### src/rtl/register_scoreboard_mc.sv
// register_scoreboard_mc
//   Multi-outstanding register scoreboard. Each architectural register has a
//   saturating pending-write counter, so several in-flight instructions may
//   target the same destination. Decode reserves destinations, writeback
//   retires them, and the source-query ports report operand readiness.
//
// Ports
//   clk, reset          clock; synchronous active-high reset
//   flush               clear all pending counts (underflow_err untouched)
//   issue_valid/dest    destination reservation request
//   issue_ready         reservation acceptable this cycle (combinational)
//   wb_valid/dest       writeback retiring a pending write
//   src_idx             packed source indices, port k at [k*REG_IDX_W +: REG_IDX_W]
//   src_ready           per source port: operand has no pending write
//   reg_valid           per register: count == 0 (registered state only)
//   busy_any            any count nonzero
//   underflow_err       sticky: writeback hit an idle or nonexistent register
module register_scoreboard_mc #(
  parameter int NUM_REGS  = 8,
  parameter int REG_IDX_W = 3,
  parameter int CNT_W     = 2,
  parameter int NUM_SRC   = 2,
  parameter int WB_BYPASS = 1
) (
  input  logic                         clk,
  input  logic                         reset,
  input  logic                         flush,
  input  logic                         issue_valid,
  input  logic [REG_IDX_W-1:0]         issue_dest,
  output logic                         issue_ready,
  input  logic                         wb_valid,
  input  logic [REG_IDX_W-1:0]         wb_dest,
  input  logic [NUM_SRC*REG_IDX_W-1:0] src_idx,
  output logic [NUM_SRC-1:0]           src_ready,
  output logic [NUM_REGS-1:0]          reg_valid,
  output logic                         busy_any,
  output logic                         underflow_err
);

  localparam logic [CNT_W-1:0] CNT_MAX = '1;
  localparam logic [CNT_W-1:0] CNT_ONE = CNT_W'(1);

  logic [CNT_W-1:0]     count [NUM_REGS];
  logic                 err_q;

  logic [CNT_W-1:0]     issue_cnt;
  logic [CNT_W-1:0]     wb_cnt;
  logic                 issue_in_range;
  logic                 wb_in_range;
  logic                 issue_fire;
  logic                 wb_fire;
  logic                 wb_bad;
  logic [NUM_REGS-1:0]  inc_vec;
  logic [NUM_REGS-1:0]  dec_vec;
  logic [REG_IDX_W-1:0] src_sel [NUM_SRC];
  logic [CNT_W-1:0]     src_cnt [NUM_SRC];
  logic                 src_in_range [NUM_SRC];

  // Current counts for the issue, writeback and source indices. Indices that
  // do not name a tracked register read back as zero and are flagged
  // out-of-range separately.
  always_comb begin
    issue_in_range = (32'(issue_dest) < NUM_REGS);
    wb_in_range    = (32'(wb_dest) < NUM_REGS);
    issue_cnt      = '0;
    wb_cnt         = '0;
    for (int r = 0; r < NUM_REGS; r++) begin
      if (issue_dest == REG_IDX_W'(r)) issue_cnt = count[r];
      if (wb_dest == REG_IDX_W'(r))    wb_cnt    = count[r];
    end
    for (int k = 0; k < NUM_SRC; k++) begin
      src_sel[k]      = src_idx[k*REG_IDX_W +: REG_IDX_W];
      src_in_range[k] = (32'(src_sel[k]) < NUM_REGS);
      src_cnt[k]      = '0;
      for (int r = 0; r < NUM_REGS; r++) begin
        if (src_sel[k] == REG_IDX_W'(r)) src_cnt[k] = count[r];
      end
    end
  end

  // A full counter can still accept an issue when the same register retires
  // in this cycle, because the pair leaves the count unchanged.
  always_comb begin
    issue_ready = issue_in_range &
                  ((issue_cnt != CNT_MAX) |
                   (wb_valid & (wb_dest == issue_dest) & (issue_cnt != '0)));
    issue_fire  = issue_valid & issue_ready;
    wb_fire     = wb_valid & wb_in_range & (wb_cnt != '0);
    wb_bad      = wb_valid & (~wb_in_range | (wb_cnt == '0));
    for (int r = 0; r < NUM_REGS; r++) begin
      inc_vec[r] = issue_fire & (issue_dest == REG_IDX_W'(r));
      dec_vec[r] = wb_fire & (wb_dest == REG_IDX_W'(r));
    end
  end

  // Bypass: the last pending write retiring now makes the operand ready in
  // this cycle, unless a new reservation on the same register lands at once.
  always_comb begin
    for (int k = 0; k < NUM_SRC; k++) begin
      src_ready[k] = ~src_in_range[k] | (src_cnt[k] == '0) |
                     ((WB_BYPASS != 0) & (src_cnt[k] == CNT_ONE) & wb_fire &
                      (wb_dest == src_sel[k]) &
                      ~(issue_fire & (issue_dest == src_sel[k])));
    end
  end

  always_ff @(posedge clk) begin
    if (reset) begin
      for (int r = 0; r < NUM_REGS; r++) count[r] <= '0;
      err_q <= 1'b0;
    end else if (flush) begin
      for (int r = 0; r < NUM_REGS; r++) count[r] <= '0;
    end else begin
      for (int r = 0; r < NUM_REGS; r++) begin
        if (inc_vec[r] & ~dec_vec[r])      count[r] <= count[r] + CNT_ONE;
        else if (dec_vec[r] & ~inc_vec[r]) count[r] <= count[r] - CNT_ONE;
      end
      if (wb_bad) err_q <= 1'b1;
    end
  end

  always_comb begin
    for (int r = 0; r < NUM_REGS; r++) reg_valid[r] = (count[r] == '0);
  end

  assign busy_any      = ~&reg_valid;
  assign underflow_err = err_q;

endmodule
### config.mk
export PLATFORM = sky130hd
export DESIGN_NAME = register_scoreboard_mc
export DESIGN_NICKNAME = d
export VERILOG_FILES = /design/src/rtl/register_scoreboard_mc.sv
export SDC_FILE = /design/constraint.sdc
export NUM_CORES = 1
export LEC_CHECK = 0
export ABC_AREA = 1
export ABC_CLOCK_PERIOD_IN_PS = 5700
export BUFFER_PORTS_ARGS = -buffer_cell sky130_fd_sc_hd__buf_2
export CAP_MARGIN = 30
export CORE_MARGIN = 1
export CORE_UTILIZATION = 63
export DETAILED_ROUTE_END_ITERATION = 6
export MAX_ROUTING_LAYER = met4
export PLACE_DENSITY = 0.9
export SYNTH_ARGS = -nofsm -noshare
export SYNTH_HDL_FRONTEND = slang
export SYNTH_SLANG_ARGS = --single-unit
### constraint.sdc
create_clock -name clk -period 5.7 [get_ports clk]
set_input_delay 0.855 -clock clk [delete_from_list [all_inputs] [get_ports clk]]
set_output_delay 0.855 -clock clk [all_outputs]
set_load 0.02 [all_outputs]
==> results.md <==
* Vias in the first global route at 2,192
* Final Cell Area at 2320 µm²
* Library cells used by synthesis at 38
* Reg2Reg Launch Point: count[1][2]$_SDFFCE_PN0P_
* Ranking of synthesized cells by area: edfxtp_1, nand2_1, nand3_1
* Antenna violations before repair at 0
* Hold_buf cts at 0
* Cell area power density at 157 nW/µm²
* Resized cells post-CTS at 0
* Max rail drop VDD at 0.144 mV
* Status: finished clean
* Nature of the critical path startpoint: input pin
* Worst R2R Setup Slack at roughly 3.5 ns
* Cells after Synth at 347
* Register area share after synthesis at 23.0%
* Largest net degree at the start of global routing at 22
* Synthesized area at ~2200 µm²
* Setup repair bufs after CTS at 0
* IO Port Bufs at 29
* R2R cell count at 12
* Mapped Nets at 370
* Yosys reg bits at 17
* Worst skew pair latency at 0.31 ns
* Routed WL at 6260 µm
* Ys Warns at 0
* Sw Share at 40.8%
* Crit end category: primary output
* Die Area at 3690 µm²
* RSZ-0062 raised after global routing: no
* ANT nets after route at 0
* Critical path fanouts, max at 7
* DRC at 0
* Final period utilization at between 50% and 60%
* Max cap viols at 0
* CTS Buf Count at 3
* Layout cell share with drive strength beyond 1 at 15.8%
* Pre-Repair DR Iteration Count at 5
* Starting DRT DRC Count at 207
* Switching power total at around 0.15 mW
* Highest Clock Rate at between 0.2 and 0.3 GHz
* Ys flop type: edfxtp_1
* Area leader, netlist: edfxtp_1
* Die width at 60.7 µm
* Leak at 1.04 nW
* GPL Wtd Cong at 1.00
* First-pass GRT wire length at approximately 10000 µm
* WHS at approximately 0.45 ns
* Final Hold Vio Count at 0
* I/O Pins at 30
* Clock Tree Buf Depth at 2
* Fraction of registers with async set/reset at 0%
* Vias per Instance at 5.91
* Synth top area share at between 20% and 30%
* Area post-placement at 2300 µm²
* Clk root buf: clkbuf_4
* Post-Place Cells at 408
* Least-Margin Pin Slew at 0.438 ns
* Wirelength per Cell at 15.2 µm
* Clock transition at path regs at 0.10 ns
* Antenna fix cells at 0
* RR Endpoint: count[0][7]$_SDFFCE_PN0P_
* Skew final at 0.0117 ns
* Setup Crit Path Kind: in2out
* Power Total at 0.365 mW
* TritonCTS clock tree: done
* Post-layout min period at 3.36 ns
* Cell internal pwr at 0.216 mW
* Final TNS setup at 0 ns
* Synth cell count leaders: nand2_1, inv_1, nand3_1
* Synthesis-to-finish area growth at 6.91%
* Hpwl dp at 5020 µm
* Die extent in y at 60.7 µm
* Slew margin rel. at 70.6%
* CP arrival at between 2 and 3 ns
* Clk sink count at 17
* Gate power share at between 30% and 40%
* Total core area at ~3200 µm²
* CP Launch Point: wb_dest[1]
* Hold WC Path Type: reg2reg
* Max Slew Vio Count at 0
* Clock network power share at 19.4%
* Via count of the routed design at approximately 2.4k
* Most numerous cell in the Yosys netlist: nand2_1
* FP Rows at 20
* H-Tree Depth at 1
* Setup crit end: src_ready[0]
* Initial Util at 68.9%
* Critical Path RT at 4.85 ns
* GRT Residual Overflow at 0
* Final Setup Violations at 0
* Non-Filler Instances at 412
* Number of synthesized flops with an enable pin at 16
* Mean Syn Cell Area at 6.26 µm²
* Reg power frac at 42.6%
* GRT Total Usage at approximately two fifths
* Post-layout nets at slightly below 400
[sequential cells by signal, indices dropped and copies added (netlist names)]
name	cells
count	16
underflow_err	1
[worst min-delay path by stage]
stage / from / to / slack [ns] / cells after the start
global route: underflow_err$_SDFFE_PP0P_ / underflow_err$_SDFFE_PP0P_ / 0.47 / 2
floorplan: underflow_err$_SDFFE_PP0P_ / underflow_err$_SDFFE_PP0P_ / 0.52 / 2
CTS: underflow_err$_SDFFE_PP0P_ / underflow_err$_SDFFE_PP0P_ / 0.45 / 2
finish: underflow_err$_SDFFE_PP0P_ / underflow_err$_SDFFE_PP0P_ / 0.45 / 2
global placement: underflow_err$_SDFFE_PP0P_ / underflow_err$_SDFFE_PP0P_ / 0.43 / 2
detailed placement: underflow_err$_SDFFE_PP0P_ / underflow_err$_SDFFE_PP0P_ / 0.43 / 2
[power by group through the flow]
| stage | clock [mW] | sequential (mW) | combinational, mW |
|---|---|---|---|
| floorplan | 0 | 0.154 | 0.103 |
| global placement | 0 | 0.158 | 0.133 |
| detailed placement | 0 | 0.158 | 0.136 |
| CTS | 0.0706 | 0.155 | 0.137 |
| global route | 0.0760 | 0.156 | 0.153 |
| finish | 0.0708 | 0.156 | 0.139 |
[cells in the final DEF (no fill, tap or decap), types with 3 or more instances in the layout]
| master | n |
|---|---|
| nor2_2 | 3 |
| nand2_2 | 4 |
| nor3_1 | 18 |
| nor3_2 | 3 |
| nand2_1 | 81 |
| edfxtp_1 | 16 |
| o21ai_1 | 3 |
| o22ai_1 | 5 |
| nand3_1 | 44 |
| nor2_1 | 29 |
| xnor2_1 | 7 |
| inv_2 | 7 |
| clkbuf_4 | 3 |
| buf_2 | 29 |
| inv_1 | 44 |
| nand4_1 | 21 |
| o21ai_0 | 4 |
| a21oi_1 | 14 |
| ha_1 | 6 |
| nand3b_1 | 5 |
[worst max-delay path, stage by stage]
cell	delay, ns
buf_2	0.21
inv_4	0.08
nor2_4	0.13
inv_2	0.06
nor2_1	0.14
a21oi_1	0.07
nand3_1	0.08
nand2_1	0.07
nand2_2	0.10
nand2_2	0.09
inv_2	0.15
nand3_1	0.12
nor2_1	0.10
nand2_1	0.05
nand2_1	0.05
buf_2	0.15
[layer usage]
layer | vias to the layer above | routed length, µm | global-route usage, %
met1 | 1079 | 2540 | 46.9
met3 | 24 | 504 | 7.46
li1 | 1205 | - | -
met5 | - | 0 | -
met2 | 128 | 2970 | 60.9
met4 | 0 | 244 | 20.5
[per-stage QoR]
step                setup slack [ns]  util, %
floorplan                       2.69        -
global placement                2.44     72.9
detailed placement              2.40     72.9
CTS                             2.39     73.7
global route                    2.06     73.7
finish                          2.34     73.7
[cell families (layout without fill, tap and decap cells)]
group | Yosys count | count (layout) | share of synthesized area, %
AO/OA/AOI/OAI | 31 | 31 | 8.06
XOR/XNOR | 9 | 9 | 3.63
adder cells (fa/ha/maj) | 6 | 6 | 3.45
buffers and inverters | 67 | 88 | 13.4
flip-flops | 17 | 17 | 23.0
AND/OR/NAND/NOR | 217 | 217 | 48.4
[final cells by class]
| class | instances | area (µm²) |
|---|---|---|
| clock buffer | 4 | 26.3 |
| fill | 288 | 830 |
| tap | 44 | 55.1 |
| timing repair buffer | 30 | 153 |
| inverter | 54 | 208 |
| sequential | 17 | 500 |
| multi-input combinational | 263 | 1380 |
Note: power is estimated with default switching activity, not from simulation.
